==> config.mk <==
export PLATFORM = sky130hd
export DESIGN_NAME = baud_tick_gen
export DESIGN_NICKNAME = d
export VERILOG_FILES = /design/src/rtl/baud_pkg.sv /design/src/rtl/baud_div_counter.sv /design/src/rtl/baud_tick_gen.sv
export SDC_FILE = /design/constraint.sdc
export NUM_CORES = 1
export LEC_CHECK = 0
export ABC_AREA = 1
export CAP_MARGIN = 10
export CORE_ASPECT_RATIO = 1.5
export CORE_UTILIZATION = 30
export CTS_CLUSTER_DIAMETER = 80
export CTS_CLUSTER_SIZE = 10
export DETAILED_ROUTE_END_ITERATION = 12
export GPL_TIMING_DRIVEN = 0
export HOLD_SLACK_MARGIN = 0.12
export PLACE_DENSITY_LB_ADDON = 0.05
export SKIP_CTS_REPAIR_TIMING = 1
export SYNTH_ARGS = -nofsm -noshare
export SYNTH_HDL_FRONTEND = slang
export SYNTH_SLANG_ARGS = --single-unit
==> constraint.sdc <==
create_clock -name CLKIN -period 3.2 [get_ports CLKIN]
set_clock_uncertainty 0.2 [all_clocks]
set_input_delay 0.48 -clock CLKIN [delete_from_list [all_inputs] [get_ports CLKIN]]
set_output_delay 0.48 -clock CLKIN [all_outputs]
set_load 0.1 [all_outputs]
==> src/rtl/baud_pkg.sv <==
// Shared defaults, divisor type and effective-divisor helper for the baud tick generator.
// Optional fractional divisor support is enabled with the BAUD_FRAC_EN macro.
package baud_pkg;

  localparam int DEFAULT_DIV_WIDTH  = 16;
  localparam int DEFAULT_OVERSAMPLE = 16;
  localparam int DEFAULT_RESET_DIV  = 103;

  typedef logic [DEFAULT_DIV_WIDTH-1:0] div_t;

  // A divisor of zero behaves as one: a tick on every enabled cycle.
  function automatic logic [31:0] eff_div(input logic [31:0] div);
    if (div == 32'd0) begin
      return 32'd1;
    end else begin
      return div;
    end
  endfunction

endpackage

==> src/rtl/baud_div_counter.sv <==
// Divide counter with shadow/active divisor producing the oversample tick.
// With BAUD_FRAC_EN defined, a 4-bit fractional accumulator stretches some periods by one cycle.
module baud_div_counter
  import baud_pkg::*;
#(
  parameter int DIV_WIDTH = DEFAULT_DIV_WIDTH,
  parameter int RESET_DIV = DEFAULT_RESET_DIV
) (
  input  logic                 CLKIN,
  input  logic                 RESETN,
  input  logic                 en,
  input  logic                 restart,
  input  logic                 div_load,
  input  logic [DIV_WIDTH-1:0] div_in,
`ifdef BAUD_FRAC_EN
  input  logic [3:0]           frac_in,
`endif
  output logic                 reload_evt,
  output logic                 os_tick
);

  localparam logic [DIV_WIDTH-1:0] RESET_VAL = DIV_WIDTH'(RESET_DIV);
  localparam logic [DIV_WIDTH-1:0] RESET_CNT = DIV_WIDTH'(eff_div(32'(RESET_DIV)) - 32'd1);
  localparam logic [DIV_WIDTH-1:0] ONE       = DIV_WIDTH'(1);
  localparam logic [DIV_WIDTH-1:0] ZERO      = {DIV_WIDTH{1'b0}};

  logic [DIV_WIDTH-1:0] cnt_r, shd_r, act_r;
  logic                 os_tick_r;
  logic [DIV_WIDTH-1:0] shd_next_s, act_next_s, eff_s, cnt_next_s;
  logic                 reload_s, carry_s, take_s;

  // Divisor shadow/active selection and divide-counter next state.
  always_comb begin
    shd_next_s = div_load ? div_in : shd_r;
    reload_s   = en && !restart && (cnt_r == ZERO);
    take_s     = !en || restart || reload_s;
    if (take_s) begin
      act_next_s = shd_next_s;
    end else begin
      act_next_s = act_r;
    end
    eff_s = DIV_WIDTH'(eff_div(32'(act_next_s)));
    if (!en || restart) begin
      cnt_next_s = eff_s - ONE;
    end else if (reload_s) begin
      cnt_next_s = carry_s ? eff_s : eff_s - ONE;
    end else begin
      cnt_next_s = cnt_r - ONE;
    end
  end

`ifdef BAUD_FRAC_EN
  logic [3:0] fshd_r, fact_r, acc_r;
  logic [3:0] fshd_next_s, fact_next_s, acc_next_s;
  logic [4:0] fsum_s;

  // Fractional shadow/active and accumulator; a carry lengthens this reload by one cycle.
  always_comb begin
    fshd_next_s = div_load ? frac_in : fshd_r;
    fact_next_s = take_s ? fshd_next_s : fact_r;
    fsum_s      = {1'b0, acc_r} + {1'b0, fact_next_s};
    carry_s     = reload_s && fsum_s[4];
    if (!en || restart) begin
      acc_next_s = 4'd0;
    end else if (reload_s) begin
      acc_next_s = fsum_s[3:0];
    end else begin
      acc_next_s = acc_r;
    end
  end

  // Fractional state registers.
  always_ff @(posedge CLKIN or negedge RESETN) begin
    if (!RESETN) begin
      fshd_r <= 4'd0;
      fact_r <= 4'd0;
      acc_r  <= 4'd0;
    end else begin
      fshd_r <= fshd_next_s;
      fact_r <= fact_next_s;
      acc_r  <= acc_next_s;
    end
  end
`else
  assign carry_s = 1'b0;
`endif

  // Divisor and counter registers; os_tick is registered from the reload event.
  always_ff @(posedge CLKIN or negedge RESETN) begin
    if (!RESETN) begin
      cnt_r     <= RESET_CNT;
      shd_r     <= RESET_VAL;
      act_r     <= RESET_VAL;
      os_tick_r <= 1'b0;
    end else begin
      cnt_r     <= cnt_next_s;
      shd_r     <= shd_next_s;
      act_r     <= act_next_s;
      os_tick_r <= reload_s;
    end
  end

  assign reload_evt = reload_s;
  assign os_tick    = os_tick_r;

endmodule

==> src/rtl/baud_tick_gen.sv <==
// Baud tick generator: oversample tick plus bit tick every OVERSAMPLE oversample ticks.
// Defining BAUD_FRAC_EN adds the frac_in fractional divisor port.
module baud_tick_gen
  import baud_pkg::*;
#(
  parameter int DIV_WIDTH  = DEFAULT_DIV_WIDTH,
  parameter int OVERSAMPLE = DEFAULT_OVERSAMPLE,
  parameter int RESET_DIV  = DEFAULT_RESET_DIV
) (
  input  logic                 CLKIN,
  input  logic                 RESETN,
  input  logic                 en,
  input  logic                 div_load,
  input  logic [DIV_WIDTH-1:0] div_in,
  input  logic                 restart,
`ifdef BAUD_FRAC_EN
  input  logic [3:0]           frac_in,
`endif
  output logic                 os_tick,
  output logic                 bit_tick
);

  localparam int            OS_W    = $clog2(OVERSAMPLE);
  localparam logic [OS_W-1:0] OS_LAST = OS_W'(OVERSAMPLE - 1);
  localparam logic [OS_W-1:0] OS_MID  = OS_W'(OVERSAMPLE / 2);
  localparam logic [OS_W-1:0] OS_ZERO = {OS_W{1'b0}};

  logic            reload_evt_s;
  logic [OS_W-1:0] oscnt_r, oscnt_next_s;
  logic            bit_tick_r, bit_next_s;

  baud_div_counter #(
    .DIV_WIDTH (DIV_WIDTH),
    .RESET_DIV (RESET_DIV)
  ) u_div (
    .CLKIN      (CLKIN),
    .RESETN     (RESETN),
    .en         (en),
    .restart    (restart),
    .div_load   (div_load),
    .div_in     (div_in),
`ifdef BAUD_FRAC_EN
    .frac_in    (frac_in),
`endif
    .reload_evt (reload_evt_s),
    .os_tick    (os_tick)
  );

  // Oversample counter; restart parks it mid-bit so the next bit tick lands mid-bit.
  always_comb begin
    bit_next_s = reload_evt_s && (oscnt_r == OS_LAST);
    if (!en) begin
      oscnt_next_s = OS_ZERO;
    end else if (restart) begin
      oscnt_next_s = OS_MID;
    end else if (reload_evt_s) begin
      oscnt_next_s = (oscnt_r == OS_LAST) ? OS_ZERO : oscnt_r + OS_W'(1);
    end else begin
      oscnt_next_s = oscnt_r;
    end
  end

  // Oversample counter and bit tick registers.
  always_ff @(posedge CLKIN or negedge RESETN) begin
    if (!RESETN) begin
      oscnt_r    <= OS_ZERO;
      bit_tick_r <= 1'b0;
    end else begin
      oscnt_r    <= oscnt_next_s;
      bit_tick_r <= bit_next_s;
    end
  end

  assign bit_tick = bit_tick_r;

endmodule

# Yosys cells after proc, flatten, opt, wreduce, memory -nomap -nowiden

Cells that the tools add are included.

Register bits: 54
Logic and storage cells: 29

Add/subtract/negate cells: 3
Eq/ne operators: 2
Multiplexer cells: 9
Reduce and logical (&&, ||, !) cells: 9

Operator list:

| operator                                                                | count |
|---|---|
| 16-bit 2-to-1 mux                                                       | 5 |
| 16-bit logical NOT                                                      | 2 |
| 16-bit by 1-bit subtractor with 16-bit output, second input constant    | 2 |
| 4-bit 2-to-1 mux                                                        | 4 |
| 4-bit by 1-bit adder with 4-bit output, second input constant           | 1 |
| 4-bit equality test, second input constant                              | 1 |
| 1-bit logical AND                                                       | 3 |
| 3-bit by 1-bit inequality test with 1-bit output, second input constant | 1 |
| 1-bit logical NOT                                                       | 2 |
| 1-bit logical OR                                                        | 2 |

# Longest topological paths before layout

Gate-level depths: netlist (run 1).

Depth in word-level cells: 10
Mapped depth: 23
Mapped depth without buffers: 22

# Hierarchy

A second synthesis (run 1) with hierarchy kept.

Cells, all modules: 352
Area, all modules: 3036.7 um^2

Modules (own cells, without submodules):

| module           | instances | cells an instance | area each (um^2) | seq. area each (um^2) |
|---|---|---|---|---|
| baud_div_counter | 1         | 318               | 2777.7           | 1243.7 |
| baud_tick_gen    | 1         | 34                | 259.0            | 125.1 |

# Worst setup path after synthesis (run 1)

OpenSTA, ideal clock, no wires.

Kind: register to register
From: register u_div.cnt_r[1]
To: register u_div.cnt_r[14]
Library setup time: 0.128 ns
Arrival: 2.512 ns
Path slack: 0.360 ns
Stages on the path, launching flop included: 23
Path buffers: 2
Clock period less this slack: 2.840 ns
Cell sequence: dfstp_2 > inv_1 > ha_1 > nand2_1 > nor2_2 > nand2_4 > buf_6 > buf_6 > nand3_1 > nand2_2 > nor2_1 > nand2_1 > nor2_1 > nand2_1 > nand2_1 > inv_1 > ha_1 > nand2_1 > nor3_4 > nand4_1 > xor2_1 > nand2_1 > o21ai_0

Cells in the longest elaborated chain, start to end: 9
Elaborated cells on any way between the ends: 10
Classes of those cells: add/sub: 2; mux: 4; reduce/logical: 4

Ends and longest elaborated chain:

| what                                              | line                                           | text |
|---|---|---|
| start, declared                                   | baud_div_counter.sv:27                         | `logic [DIV_WIDTH-1:0] cnt_r, shd_r, act_r;` |
| start signal, assigned                            | baud_div_counter.sv:96                         | `cnt_r <= cnt_next_s;` |
| 16-bit logical NOT (*)                            | baud_div_counter.sv:35                         | `reload_s = en && !restart && (cnt_r == ZERO);` |
| 1-bit logical AND (*)                             | baud_div_counter.sv:35                         |  |
| 1-bit logical OR (*)                              | baud_div_counter.sv:36                         | `take_s = !en \|\| restart \|\| reload_s;` |
| 16-bit 2-to-1 mux (*)                             | baud_div_counter.sv:37                         | `if (take_s) begin` |
| net u_div.act_next_s[11]                          | baud_div_counter.sv:29                         | `logic [DIV_WIDTH-1:0] shd_next_s, act_next_s, eff_s, cnt_next_s;` |
| 16-bit logical NOT                                | baud_pkg.sv:13                                 | `if (div == 32'd0) begin` |
| 16-bit 2-to-1 mux (*)                             | baud_pkg.sv:13                                 |  |
| 16-bit by 1-bit subtractor with 16-bit output (*) | baud_div_counter.sv:44, baud_div_counter.sv:46 |  |
| 16-bit 2-to-1 mux                                 | baud_div_counter.sv:45                         | `end else if (reload_s) begin` |
| 16-bit 2-to-1 mux (*)                             | baud_div_counter.sv:43                         | `if (!en \|\| restart) begin` |
| net u_div.cnt_next_s[14]                          | baud_div_counter.sv:29                         |  |

Mark *: on every way through the listed nets, which the timed path passes. The rest lies on a longest branch.
A chain may end at the register's enable or synchronous reset.

# Worst setup path after layout (run 1)

From: input port en
To: register u_div.cnt_r[14]

Cells in the longest elaborated chain, start to end: 9
Elaborated cells on any way between the ends: 11
Classes of those cells: add/sub: 1; mux: 4; reduce/logical: 6

Ends and longest elaborated chain:

| what                                                          | line                                           | text |
|---|---|---|
| start, declared                                               | baud_tick_gen.sv:12                            | `input logic en,` |
| 1-bit logical NOT / 1-bit logical AND (equally long branches) | baud_div_counter.sv:36, baud_div_counter.sv:35 |  |
| 1-bit logical OR / 1-bit logical AND (equally long branches)  | baud_div_counter.sv:36, baud_div_counter.sv:35 |  |
| 1-bit logical OR (*)                                          | baud_div_counter.sv:36                         |  |
| 16-bit 2-to-1 mux (*)                                         | baud_div_counter.sv:37                         |  |
| net u_div.act_next_s[11]                                      | baud_div_counter.sv:29                         |  |
| 16-bit logical NOT                                            | baud_pkg.sv:13                                 |  |
| 16-bit 2-to-1 mux (*)                                         | baud_pkg.sv:13                                 |  |
| 16-bit by 1-bit subtractor with 16-bit output (*)             | baud_div_counter.sv:44, baud_div_counter.sv:46 |  |
| 16-bit 2-to-1 mux                                             | baud_div_counter.sv:45                         |  |
| 16-bit 2-to-1 mux (*)                                         | baud_div_counter.sv:43                         |  |
| net u_div.cnt_next_s[14]                                      | baud_div_counter.sv:29                         |  |

Marked as above.

==> run metrics, run 1 <==
syn avg cell area 7.50 µm²; Multi-input gate area 1630 µm²; share of cells above drive strength 1 0.208; commonest non-fill, non-tap cell in the layout nand2_1; WL final 8.65 mm; Net count, final 505; Final ANT Viol Nets 0; Max Freq 328 MHz; Setup Viol. Count Final 0; endpoints failing hold 0; gr busiest metal met2; R2R depth 22; dpl ws -635 ps; diodes inserted 0; CTS buffer count 5; Slew @ Worst Pin 962 ps; DRC Markers 0; Crit Path Category primary input to flop; Worst EP arrival 3030 ps; Core ar. 10600 µm²; DIE HEIGHT 130 µm; IO Pins 23; ys flop type dfrtp_1; crit start category primary input; dpl hpwl 6.62 mm; async set or reset register ratio after synthesis 1.00; fin worst setup slack 154 ps; Critical Path RT 3180 ps; VDD IR-drop max 0.000219 V; Worst path max stage delay 470 ps; global-route wire length before repair 13.9 mm; global route overflow 0; placed insts 603; Maximum Capacitance Violations 0; vias in the first global route 2724; fin crit share 0.952; Fin Setup TNS 0 ps; grt met1 use 0.189; H-tree levels 2; register area 1370 µm²; via count 2749; Synth area leader dfrtp_1; GRT Resource Usage Total 0.164; reg2reg end u_div.cnt_r[14]; met2 usage 0.307; Post-Syn Area 3270 µm²; Synth Net Count 461; clock sink count 54; Die X 87.2 µm; Worst-Skew Late Latency 300 ps; max-slew violations 0; row count 46; end of the critical path u_div.cnt_r[14]; commonest non-fill, non-tap cells in the layout nand2_1, inv_1, dfrtp_1, nand3_1, nor2_1; CTS tree done; Yosys cell types 38; most used cell, CP nand2_1; pwr dens 438 nW/µm²; via/cell ratio 4.40; CP startpoint en; Initial Utilization 0.309; worst-path cell chain clkdlybuf4s50_1, nand2_1, inv_4, buf_6, buf_4, nand3_1, nand2_2, nor2_1, nand2_1, nor2_1, nand2_1, nand2_2, inv_2, ha_4, nand2_4, nor3_4, nand4_1, xor2_1, nand2_1, o21ai_1; r2r setup slk 160 ps; register area share after synthesis 0.419; hold slack 281 ps; Filler cells 1181; Ys Warns 0; RSZ-0062 raised after global routing false; max_slew headroom 0.357; First DRT Iteration DRCs 94; area grow syn2layout 24.3%; Clock Root Buffer clkbuf_16; #FFs+latches synth 54; largest fanout on the critical path 10; Crit-path slowest cell clkdlybuf4s50_1; Post-Layout Cell Count 625; drt pass-1 iters 4; worst hold-check path type flop to flop; Total Die Area 11300 µm²; CTS max path bufs 2; number of enable flip-flop cells after synthesis 0; reg-to-reg startpoint u_div.cnt_r[1]; I/O Buffers 22; Leakage 1.93 nW; pin count of the biggest net entering global routing 32; min cycle time layout 3050 ps; M3 GR Usage 0.0215; Placer Congestion 0.804; initial antenna violation count 0; wire length per cell 13.8 µm; Mapped Cells 436; Synth top area share 0.306; Critical Path Sink Type flop; status complete, no violations; Clock transition at path regs 70 ps; top post-synthesis cells by area dfrtp_1, nand2_1, dfstp_2
-- through the flow --
| step | cell area (µm²) | utilization | total power [W] |
|---|---|---|---|
| floorplan | 3270 | - | 0.00106 |
| global placement | 3670 | 0.346 | 0.00119 |
| detailed placement | 3680 | 0.348 | 0.00119 |
| CTS | 3830 | 0.362 | 0.00178 |
| global route | 4060 | 0.384 | 0.00189 |
| finish | 4060 | 0.384 | 0.00178 |
-- registers in the layout, indices dropped and copies added (netlist names) --
register / flops
bit_tick: 1
u_div.os_tick: 1
u_div.shd_r: 16
u_div.act_r: 16
u_div.cnt_r: 16
oscnt_r: 4
-- worst max-delay path: cells and delay by family --
kind,cells,cell delay [ps]
simple gates,12,1160
xor+xnor,1,160
compound gates,1,70
buf+inv,5,1010
fa+ha+maj,1,140
-- worst min-delay path by stage --
stage	to	from	slack, ps	cells after the start
finish	u_div.act_r[2]	u_div.act_r[2]	280	2
global route	u_div.act_r[2]	u_div.act_r[2]	310	2
CTS	u_div.cnt_r[3]	RESETN	-0.7	1
detailed placement	u_div.act_r[2]	u_div.act_r[2]	280	2
global placement	u_div.act_r[2]	u_div.act_r[2]	270	2
floorplan	bit_tick	RESETN	-20	0
-- logic make-up after synthesis --
logic type,count (synthesis),synth area share
and+or+nand+nor,254,0.371
buffers and inverters,73,0.0988
DFF,54,0.419
AOI/OAI and AO/OA,41,0.0685
xor gates and xnor gates,9,0.0241
adders and majority gates,4,0.0153
muxes,1,0.00306
-- synthesized netlist by cell type, types with 2 or more instances --
cell type and number:
a31oi_1 2, nor2_2 7, nand3_2 3, inv_1 57, nand3b_1 14, nand4_1 4
clkbuf_1 2, or2_2 3, buf_2 6, nor2_4 3, nor2_1 36, nand2_2 15
o21ai_0 29, o22ai_1 2, nand3_1 36, xor2_1 7, nand2_1 124, xnor2_1 2
a21oi_1 3, o21a_1 2, dfstp_2 14, ha_1 4, nor3_1 3, dfrtp_1 40
buf_6 5
-- per-layer routing --
layer,routed length (µm),part of all wire,vias up
met5,0,0,-
met4,236,0.027,0
met3,133,0.015,9
met2,4580,0.53,29
met1,3700,0.43,1256
li1,-,-,1455
-- area by class of cell --
class	count	share of cell area
Multi-Input combinational cell	309	0.402
Sequential cell	54	0.337
Timing Repair Buffer	37	0.0893
Inverter	58	0.0542
Tap cell	144	0.0443
Buffer	15	0.0366
Clock buffer	7	0.0351
Clock inverter	1	0.00123
-- report_power, final --
part / internal, W / total (W) / leakage, nW / switching (W)
Clock: 0.000312 / 0.000570 / 0.0739 / 0.000259
Combinational: 0.000155 / 0.000391 / 1.24 / 0.000236
Sequential: 0.000774 / 0.000817 / 0.616 / 0.0000429
Total: 0.00124 / 0.00178 / 1.93 / 0.000538
No activity file was read; power rests on OpenSTA's default activity.
==> inputs of run 2 (changes only) <==
--- a/config.mk
+++ b/config.mk
@@ -12,7 +12,6 @@
 export CTS_CLUSTER_DIAMETER = 80
 export CTS_CLUSTER_SIZE = 10
 export DETAILED_ROUTE_END_ITERATION = 12
-export GPL_TIMING_DRIVEN = 0
 export HOLD_SLACK_MARGIN = 0.12
 export PLACE_DENSITY_LB_ADDON = 0.05
 export SKIP_CTS_REPAIR_TIMING = 1
==> run metrics, run 2 (synthesis results as in run 1) <==
area grow syn2layout 29.0%; largest fanout on the critical path 15 (+5); IO Pins 23 (unchanged); Core ar. 10600 µm² (unchanged); WL final 8.81 mm (+1.8%); Switching Fraction 0.299 (-0.00318); diodes inserted 0 (unchanged); Max Freq 335 MHz (+2.0%); commonest non-fill, non-tap cells in the layout nand2_1, inv_1, buf_4, dfrtp_1, nand3_1; VDD IR-drop max 0.000192 V (-12%); I/O Buffers 22 (unchanged); Worst EP arrival 2960 ps (-70 ps); Total Die Area 11300 µm² (unchanged); Initial Utilization 0.309 (unchanged); Post-Layout Inst Area 4220 µm² (+3.8%); Gate power share 0.233 (+0.013); Placer Congestion 0.839 (+4.4%); H-tree levels 2 (unchanged); pin count of the biggest net entering global routing 55 (+72%); Maximum Capacitance Violations 0 (unchanged); R2R depth 22 (unchanged); Slew @ Worst Pin 734 ps (-227 ps); vias in the first global route 2722 (-0.073%); fin crit share 0.933 (-0.0184); dpl hpwl 6.09 mm (-8.0%); endpoints failing hold 0 (unchanged); commonest non-fill, non-tap cell in the layout nand2_1; placed insts 628 (+4.1%); internal power 0.00127 W (+2.2%); Setup Viol. Count Final 0 (unchanged); CTS max path bufs 2 (unchanged); reg-to-reg startpoint u_div.cnt_r[10]; Multi-input gate area 1630 µm² (about the same); clock sink count 54 (unchanged); max_slew headroom 0.510 (+0.154); wire length per cell 13.6 µm (-1.8%); drt pass-1 iters 4 (unchanged); Critical Path RT 3180 ps (about the same); global-route wire length before repair 13.6 mm (-1.5%); pwr dens 429 nW/µm² (-2.0%); register share of total power 0.452 (-0.007); row count 46 (unchanged); worst hold-check path type primary input to asynchronous set/reset pin; Clock transition at path regs 70 ps (about the same); RSZ-0062 raised after global routing false; global route overflow 0 (unchanged); register area 1370 µm² (unchanged); min cycle time layout 2990 ps (-58.9 ps); Clk pwr share 0.315 (-0.006); Clock Root Buffer clkbuf_16; DRC Markers 0 (unchanged); CTS tree done; status complete, no violations; Critical Path Sink Type flop; initial antenna violation count 0 (unchanged); Net count, final 528 (+4.6%); Crit Path Category primary input to flop; Filler cells 1164 (-1.4%); CP startpoint restart; GRT Resource Usage Total 0.159 (-0.00454); Worst-Skew Late Latency 300 ps (about the same); Die X 87.2 µm (unchanged); Final ANT Viol Nets 0 (unchanged); First DRT Iteration DRCs 79 (-16%); CTS buffer count 5 (unchanged); placed instance area 3890 µm² (+5.5%); Leakage 2.03 nW (+5.0%); via/cell ratio 4.46 (+1.5%); max-slew violations 0 (unchanged); Switching Power 0.000541 W (+0.66%); share of cells above drive strength 1 0.242 (+0.0342); DIE HEIGHT 130 µm (unchanged); Top Registers u_div.act_r (16), u_div.cnt_r (16), u_div.shd_r (16); via count 2893 (+5.2%); Post-Layout Cell Count 648 (+3.7%); crit start category primary input
## run 2: worst max-delay path: stages
cell,delay (ps)
clkdlybuf4s50_1,480
inv_1,50
nand2_2,80
clkinvlp_4,160
buf_12,170
nand2_8,110
nand2_1,110
nand2_2,80
nor2_1,40
nand2_1,80
nor2_1,50
nand2_1,80
nand2_1,70
inv_1,60
ha_2,170
nand2_2,80
nor3_4,180
nand4_1,140
xor2_1,160
nand2_1,50
o21ai_0,70
## run 2: path summary, 6_finish.rpt
path	end	slack, ps
max	u_div.cnt_r[14]	210
min	u_div.cnt_r[3]	130
max reg2reg	u_div.cnt_r[14]	230
min reg2reg	u_div.cnt_r[0]	300
max in group asynchronous	u_div.shd_r[9]	2190
min in group CLKIN	u_div.cnt_r[0]	300
## run 2: power groups by stage
stage / combinational (W) / clock [W] / sequential, W
after global routing: 0.000480 / 0.000610 / 0.000828
final: 0.000421 / 0.000571 / 0.000817
after detailed placement: 0.000413 / 0 / 0.000829
after CTS: 0.000416 / 0.000597 / 0.000816
after global placement: 0.000414 / 0 / 0.000827
after floorplan: 0.000247 / 0 / 0.000817
## run 2: metrics by stage
stage | setup WS (ps) | hold slack (ps) | utilization | TNS (ps) | power (W)
detailed placement | -100 | 269 | 0.367 | -397 | 0.00124
finish | 213 | 135 | 0.398 | 0 | 0.00181
floorplan | 360 | -15.6 | - | 0 | 0.00106
global route | 6.46 | 210 | 0.398 | 0 | 0.00192
global placement | -59.5 | 270 | 0.367 | -260 | 0.00124
CTS | 27.4 | 166 | 0.381 | 0 | 0.00183
## run 2: per-layer routing
metal  wire (µm)  vias up  global-route usage
li1            -     1505                   -
met1        3890     1347               0.196
met2        4590       34               0.286
met3         209        7              0.0209
met4         119        0              0.0521
met5           0        -                   0
## run 2: final cells by class
| cell class | count | area share |
|---|---|---|
| clock buffer | 7 | 0.0338 |
| clock inverter | 1 | 0.00119 |
| inverter | 58 | 0.0525 |
| multi-input combinational | 311 | 0.387 |
| sequential | 54 | 0.325 |
| tap | 144 | 0.0427 |
| timing repair buffer | 73 | 0.158 |
==> inputs of run 3 (changes only) <==
--- a/config.mk
+++ b/config.mk
@@ -6,6 +6,7 @@
 export NUM_CORES = 1
 export LEC_CHECK = 0
 export ABC_AREA = 1
+export ABC_CLOCK_PERIOD_IN_PS = 3200
 export CAP_MARGIN = 10
 export CORE_ASPECT_RATIO = 1.5
 export CORE_UTILIZATION = 30
==> results of run 3 <==
Same layout as run 2: the final DEF is identical, and so are final timing and power.
